**config.mk**
```make
export PLATFORM = sky130hd
export DESIGN_NAME = in_port_fifo
export DESIGN_NICKNAME = d
export VERILOG_FILES = /design/src/rtl/in_port_pkg.sv /design/src/rtl/in_port_edge_det.sv /design/src/rtl/in_port_fifo.sv
export SDC_FILE = /design/constraint.sdc
export NUM_CORES = 1
export LEC_CHECK = 0
export ABC_AREA = 0
export CORE_MARGIN = 2
export CORE_UTILIZATION = 59
export CTS_CLUSTER_SIZE = 25
export DETAILED_ROUTE_END_ITERATION = 8
export GPL_ROUTABILITY_DRIVEN = 0
export PLACE_DENSITY = 0.85
export SLEW_MARGIN = 5
export SYNTH_ARGS = -nofsm -noshare
export SYNTH_HDL_FRONTEND = slang
export SYNTH_HIERARCHICAL = 1
export SYNTH_SLANG_ARGS = --single-unit
```
**constraint.sdc**
```tcl
create_clock -name clock -period 6.88 [get_ports clock]
set_clock_uncertainty 0.15 [all_clocks]
set_input_delay 2.064 -clock clock [delete_from_list [all_inputs] [get_ports clock]]
set_output_delay 2.064 -clock clock [all_outputs]
set_load 0.005 [all_outputs]
```
**src/rtl/in_port_pkg.sv**
```systemverilog
// Shared constants and helpers for the Mini SRC CPU input port FIFO.
package in_port_pkg;

  localparam int DATA_W_DEF = 32;
  localparam int DEPTH_DEF  = 4;

  // Ceiling log2, usable in constant expressions for port widths.
  function automatic int clog2(input int n);
    int r;
    r = 0;
    while ((1 << r) < n) r++;
    return r;
  endfunction

  localparam int CNT_W_DEF = clog2(DEPTH_DEF) + 1;

  typedef enum logic [1:0] {
    OP_NONE = 2'd0,
    OP_PUSH = 2'd1,
    OP_POP  = 2'd2,
    OP_BOTH = 2'd3
  } fifo_op_e;

endpackage

```
**src/rtl/in_port_edge_det.sv**
```systemverilog
// Rising-edge detector for the external write strobe; history resets high so
// a strobe already asserted through clear is not counted as a new word.
module in_port_edge_det (
  input  logic clock,
  input  logic clear,
  input  logic strobe,
  output logic push_req
);

  logic strobe_q;

  always_ff @(posedge clock) begin
    if (clear) strobe_q <= 1'b1;
    else       strobe_q <= strobe;
  end

  assign push_req = strobe & ~strobe_q;

endmodule

```
**src/rtl/in_port_fifo.sv**
```systemverilog
// Input port FIFO: external strobe edges push words, the CPU pops via InPortRead.
// Build option INPORT_OVF_STICKY_EN makes InPortOverflow sticky until clear.
module in_port_fifo
  import in_port_pkg::*;
#(
  parameter int DATA_W = DATA_W_DEF,
  parameter int DEPTH  = DEPTH_DEF
) (
  input  logic                     clock,
  input  logic                     clear,
  input  logic [DATA_W-1:0]        ExtData,
  input  logic                     ExtStrobe,
  input  logic                     InPortRead,
  output logic [DATA_W-1:0]        BusMuxIn_InPort,
  output logic                     InPortEmpty,
  output logic                     InPortFull,
  output logic [clog2(DEPTH):0]    InPortCount,
  output logic                     InPortOverflow
);

  localparam int PTR_W = clog2(DEPTH);
  localparam int CNT_W = PTR_W + 1;

  logic [DATA_W-1:0] mem [DEPTH];
  logic [PTR_W-1:0]  wr_ptr, rd_ptr;
  logic [CNT_W-1:0]  count, count_nxt;
  logic              ovf;
  logic              push_req, do_push, do_pop, drop;
  fifo_op_e          op;

  in_port_edge_det u_edge (
    .clock    (clock),
    .clear    (clear),
    .strobe   (ExtStrobe),
    .push_req (push_req)
  );

  assign InPortEmpty = (count == '0);
  assign InPortFull  = (count == CNT_W'(DEPTH));

  // When full, a same-cycle pop frees the slot the push lands in.
  assign do_pop  = InPortRead & ~InPortEmpty;
  assign do_push = push_req & (~InPortFull | do_pop);
  assign drop    = push_req & InPortFull & ~do_pop;

  always_comb begin
    op        = fifo_op_e'({do_pop, do_push});
    count_nxt = count;
    case (op)
      OP_PUSH: count_nxt = count + CNT_W'(1);
      OP_POP:  count_nxt = count - CNT_W'(1);
      default: count_nxt = count;
    endcase
  end

  always_ff @(posedge clock) begin
    if (clear) begin
      wr_ptr <= '0;
      rd_ptr <= '0;
      count  <= '0;
      ovf    <= 1'b0;
    end else begin
      if (do_push) wr_ptr <= wr_ptr + PTR_W'(1);
      if (do_pop)  rd_ptr <= rd_ptr + PTR_W'(1);
      count <= count_nxt;
`ifdef INPORT_OVF_STICKY_EN
      ovf <= ovf | drop;
`else
      ovf <= drop;
`endif
    end
  end

  always_ff @(posedge clock) begin
    if (!clear && do_push) mem[wr_ptr] <= ExtData;
  end

  assign BusMuxIn_InPort = InPortEmpty ? '0 : mem[rd_ptr];
  assign InPortCount     = count;
  assign InPortOverflow  = ovf;

endmodule

```
# Word-level counts from Yosys, hierarchy flattened
# Memory sizes are Yosys's and may differ from the RTL's. A register that Yosys moved wholly into a read port is not among the register bits.
# Cells that the tools add are included.
[totals]
register_bits = 9
ramBits = 128
in_bits = 36
output_inout_bits = 38
wordCells = 33
memories = 1
[classes]
addsub = 4
n_eq_ne = 3
n_mux = 6
bitwise_logic = 10
reduce_logical = 4
[mem_list]
columns = ["memory", "words", "word_bits", "read_ports", "rd_ports_with_merged_regs", "wr", "line_no", "rtl"]
rows = [
  ["mem", 4, 32, 1, 1, 1, "in_port_fifo.sv:24", "logic [DATA_W-1:0] mem [DEPTH];"],
]
[op_table]
columns = ["operator", "count"]
rows = [
  ["two-way mux 32 bit", 1],
  ["case mux 3 bit (2 select lines)", 1],
  ["bitwise AND 1 bit", 5],
  ["adder 2 x 1 -> 2 bit, second input constant", 2],
  ["two-way mux 2 bit", 2],
  ["NOT 1 bit", 4],
  ["adder 3 x 1 -> 3 bit, second input constant", 1],
  ["equality test 3 bit, second input constant", 1],
  ["logical NOT 3 bit", 1],
  ["subtractor 3 x 1 -> 3 bit, second input constant", 1],
  ["equality test 2 x 1 -> 1 bit, second input constant", 1],
  ["equality test 2 bit, second input constant", 1],
  ["two-way mux 1 bit", 2],
  ["nonzero test 2 bit", 1],
  ["logical AND 1 bit", 1],
  ["logical NOT 1 bit", 1],
  ["bitwise OR 1 bit", 1],
]

# Longest topological paths before layout
[logic_depth]
ltp_word = 8
ltp_mapped = 8
depth_no_buf = 7

# Cells and area by module
# Netlist, hierarchy kept.
[by_module_without_submodules]
columns = ["module", "instances", "cells_each", "area_per_inst_um2", "seq_area_each_um2"]
rows = [
  ["in_port_fifo", 1, 272, 5469.0, 4043.9],
  ["in_port_edge_det", 1, 3, 32.5, 20.0],
]

# Worst setup path before layout
# No wires, ideal clock.
[synth_path]
path_type = "input -> register"
from = "in ExtStrobe"
to = "mem mem[0][0] (netlist name), enable pin"
setup_ps = 392
arrival_ps = 3383
t_required_ps = 6338
path_slack_ps = 2954
path_stages = 5
path_buffers = 1
cell_sequence = "nor2b_1 > buf_2 > nand2b_1 > nor2_1 > and2_1"
[synth_via]
elab_chain_cells = 5
[synth_rtl]
columns = ["item", "line_no", "rtl"]
rows = [
  ["start: declaration", "in_port_fifo.sv:12", "input logic ExtStrobe,"],
  ["bitwise AND 1 bit", "in_port_edge_det.sv:17", "assign push_req = strobe & ~strobe_q;"],
  ["bitwise AND 1 bit", "in_port_fifo.sv:43", "assign do_push = push_req & (~InPortFull | do_pop);"],
  ["logical AND 1 bit", "in_port_fifo.sv:75", "if (!clear && do_push) mem[wr_ptr] <= ExtData;"],
  ["two-way mux 1 bit", "in_port_fifo.sv:75", ""],
  ["two-way mux 1 bit (implied by the code)", "in_port_fifo.sv:75", ""],
  ["end: declaration", "in_port_fifo.sv:24", ""],
]
# No other way between the ends.

==> flow_summary_export.csv <==
group,metric,value,unit
run_status,status,"completed",
die,coreArea,9150,sq um
die,die_h,101,um
logic_synthesis,synthCells,275,
cts,htreeDepth,4,
logic_synthesis,synth_nets,316,
logic_synthesis,synthDominantCellAreaShare,69.9,%
final_layout,nNetsFinal,394,
place,hpwl,5570,um
critical_path,start_kind,"flop",
timing,maxSlewHeadroom,41.7,%
global_routing,globalRouteMet2Util,36.0,%
critical_path,cp.arrival,2590,ps
power,ir_drop,244,uV
global_routing,busiest_layer,"met2",
cts,numCtsBuffers,17,
critical_path,cpMaxStageDelayCell,"mux4_2",
global_routing,met1_usage,26.8,%
min_path,hp-class,"flop to flop",
logic_synthesis,synth_area,5500,sq um
cts,cts_setup_buffers,0,
logic_synthesis,synthDistinctLibCells,35,
min_path,holdPathStages,2,
critical_path,cp_max_fo,32,
cts,cts_tree,"done",
route,drtPass1Iterations,4,
route,first_iter_violations,145,
timing,worst_pin_slew,875,ps
cts,cts_resized,0,
place,placed_cell_area,6270,sq um
timing,setup_viol,0,
final_layout,area_growth,25.3,%
global_routing,gr-usage-all-layers,21.6,%
route,drc,0,
critical_path,path_class,"flop to output port",
final_layout,final_area,6900,sq um
logic_synthesis,synthArstFlopShare,0,%
logic_synthesis,synth_edf_count,128,
critical_path,endpoint_kind,"output port",
job,cap_violations,0,
die,num_rows,35,
cts,clock-sinks,139,
critical_path,worst-path-stages,4,
timing,fin_tns_setup,0,ps
logic_synthesis,synthFlopType,"edfxtp_1",
cts,clk_latency,510,ps
critical_path,worst-path-buf-inv,2,
power,power_density,330,nW/um^2
global_routing,first_global_vias,2870,
cts,cts_root_buffer,"clkbuf_8",
logic_synthesis,ys_seq_area_share,73.9,%
logic_synthesis,synth_common_cells,"128 x edfxtp_1, 32 x mux4_2, 29 x nor2b_1",
timing,timing.fmax,208,MHz
logic_synthesis,syn_avg_cell_area,20.0,sq um
die,die_area,10100,sq um
cts,hold_buffers,0,
die,start_util,60.1,%
power,power,2.28,mW
place,post-place-cells,445,
route,wl_per_cell,21.0,um
global_routing,grt_max_degree,33,
logic_synthesis,ys_seq_elements,139,
critical_path,critPathRequiredTime,4670,ps
route,detail-route-antenna-nets,0,
place,portBuffers,73,
global_routing,grt.overflow.total,0,
global_routing,grtUsageMet3,5.13,%
die,chipWidth,101,um
critical_path,path_cells,"buf_4 > mux4_2 > and2b_1 > clkdlybuf4s50_1",
timing,maxSlewViolCount,0,
route,route.vias.total,2743,
critical_path,reg2reg_depth,4,
power,p_leak,2.20,nW
timing,rsz0062_at_grt,"false",
cts,path_clk_slew,60,ps
timing,period_needed,4800,ps
route,wirelength,10000,um
logic_synthesis,yosys_warnings,6,
logic_synthesis,yosysMostFrequentCell,"edfxtp_1",
logic_synthesis,synth_top_cell_by_area,"edfxtp_1",
final_layout,antennaDiodeCount,0,
final_layout,fin_cells,477,
logic_synthesis,synth_area_leaders,"edfxtp_1 70%, mux4_2 13%, dfxtp_1 4.0%, nor2b_1 3.3%, buf_6 1.0%",
timing,hold_violations,0,
final_layout,utilization,75.3,%
critical_path,crit_path_max_incr_delay,600,ps
cts,cts_buffer_depth,2,
critical_path,path_delay_family,"buffers and inverters",
final_layout,drive_above_1_share,19.4,%
route,viasPerCell,5.75,
global_routing,grt_pass1_wl,15500,um
timing,period_share,69.8,%
final_layout,fillers,504,
global_routing,antenna_found_initial,0,
die,io_pins,74,
sequential cells by signal, indices dropped and copies added, names as in the netlist, named ones only:
name / cells
InPortCount: 3
InPortOverflow: 1
mem: 128
rd_ptr: 2
u_edge/strobe_q: 1
wr_ptr: 2
logic make-up (layout without fill, tap and decap cells):
group | count (synthesis) | count (layout) | share of synthesized area, %
flops | 139 | 139 | 73.9
simple gates | 61 | 61 | 6.60
mux | 34 | 34 | 13.5
buf+inv | 21 | 112 | 2.64
compound gates | 12 | 12 | 1.64
fa+ha+maj | 5 | 5 | 1.27
xor+xnor | 3 | 3 | 0.478
placed cells by master (no fill, tap or decap), types with 2 or more instances in the layout:
master	n
nor2b_1	29
clkbuf_16	16
a21oi_1	2
ha_1	4
nor2_1	12
inv_1	5
dfxtp_1	9
o21ai_0	2
bufinv_16	5
clkinvlp_4	3
nand3_1	2
clkbuf_1	3
edfxtp_1	128
mux2_1	2
and2_2	4
buf_4	2
mux4_2	32
clkdlybuf4s50_1	73
xor2_1	2
dfxtp_2	2
clkinv_2	3
and2b_1	5
nand2b_1	3
through the flow:
stage	hold slack [ps]	worst slack [ps]
final	366	2080
after detailed placement	363	2140
after floorplan	334	2950
after CTS	374	2020
after global placement	353	2270
after global routing	413	1930
power by group:
group	switching [mW]	internal [mW]	total (mW)	leakage, nW
Sequential	0.0178	0.936	0.954	1.24
Combinational	0.151	0.225	0.376	0.664
Clock	0.324	0.623	0.948	0.295
worst reg2reg max path, delay by kind of cell (launching register included):
family | cells | cell delay [ps]
flops | 1 | 300
simple gates | 4 | 1590
per-layer routing:
| metal | part of all wire, % | routed length (um) |
|---|---|---|
| met5 | 0 | 0 |
| met4 | 2.9 | 286 |
| met3 | 3.8 | 380 |
| met2 | 53 | 5290 |
| met1 | 41 | 4060 |
final timing paths:
path | startpoint | endpoint | slack (ps)
setup / recovery | flop | BusMuxIn_InPort[10] | 2080
hold reg to reg | rd_ptr[0] | flop | 370
hold / removal | rd_ptr[0] | flop | 370
setup reg to reg | u_edge/strobe_q | mem[1][14] | 4430
area by class of cell:
class                           count  area (sq um)  share of cell area [%]
Timing Repair Buffer               75           746                    10.8
Clock buffer                       20           425                    6.17
Sequential cell                   139          4070                    59.0
Multi-Input combinational cell    115          1300                    18.9
Tap cell                          111           139                    2.01
Clock inverter                     12           196                    2.85
Inverter                            5          18.8                   0.272
No activity file was read; power rests on OpenSTA's default activity.
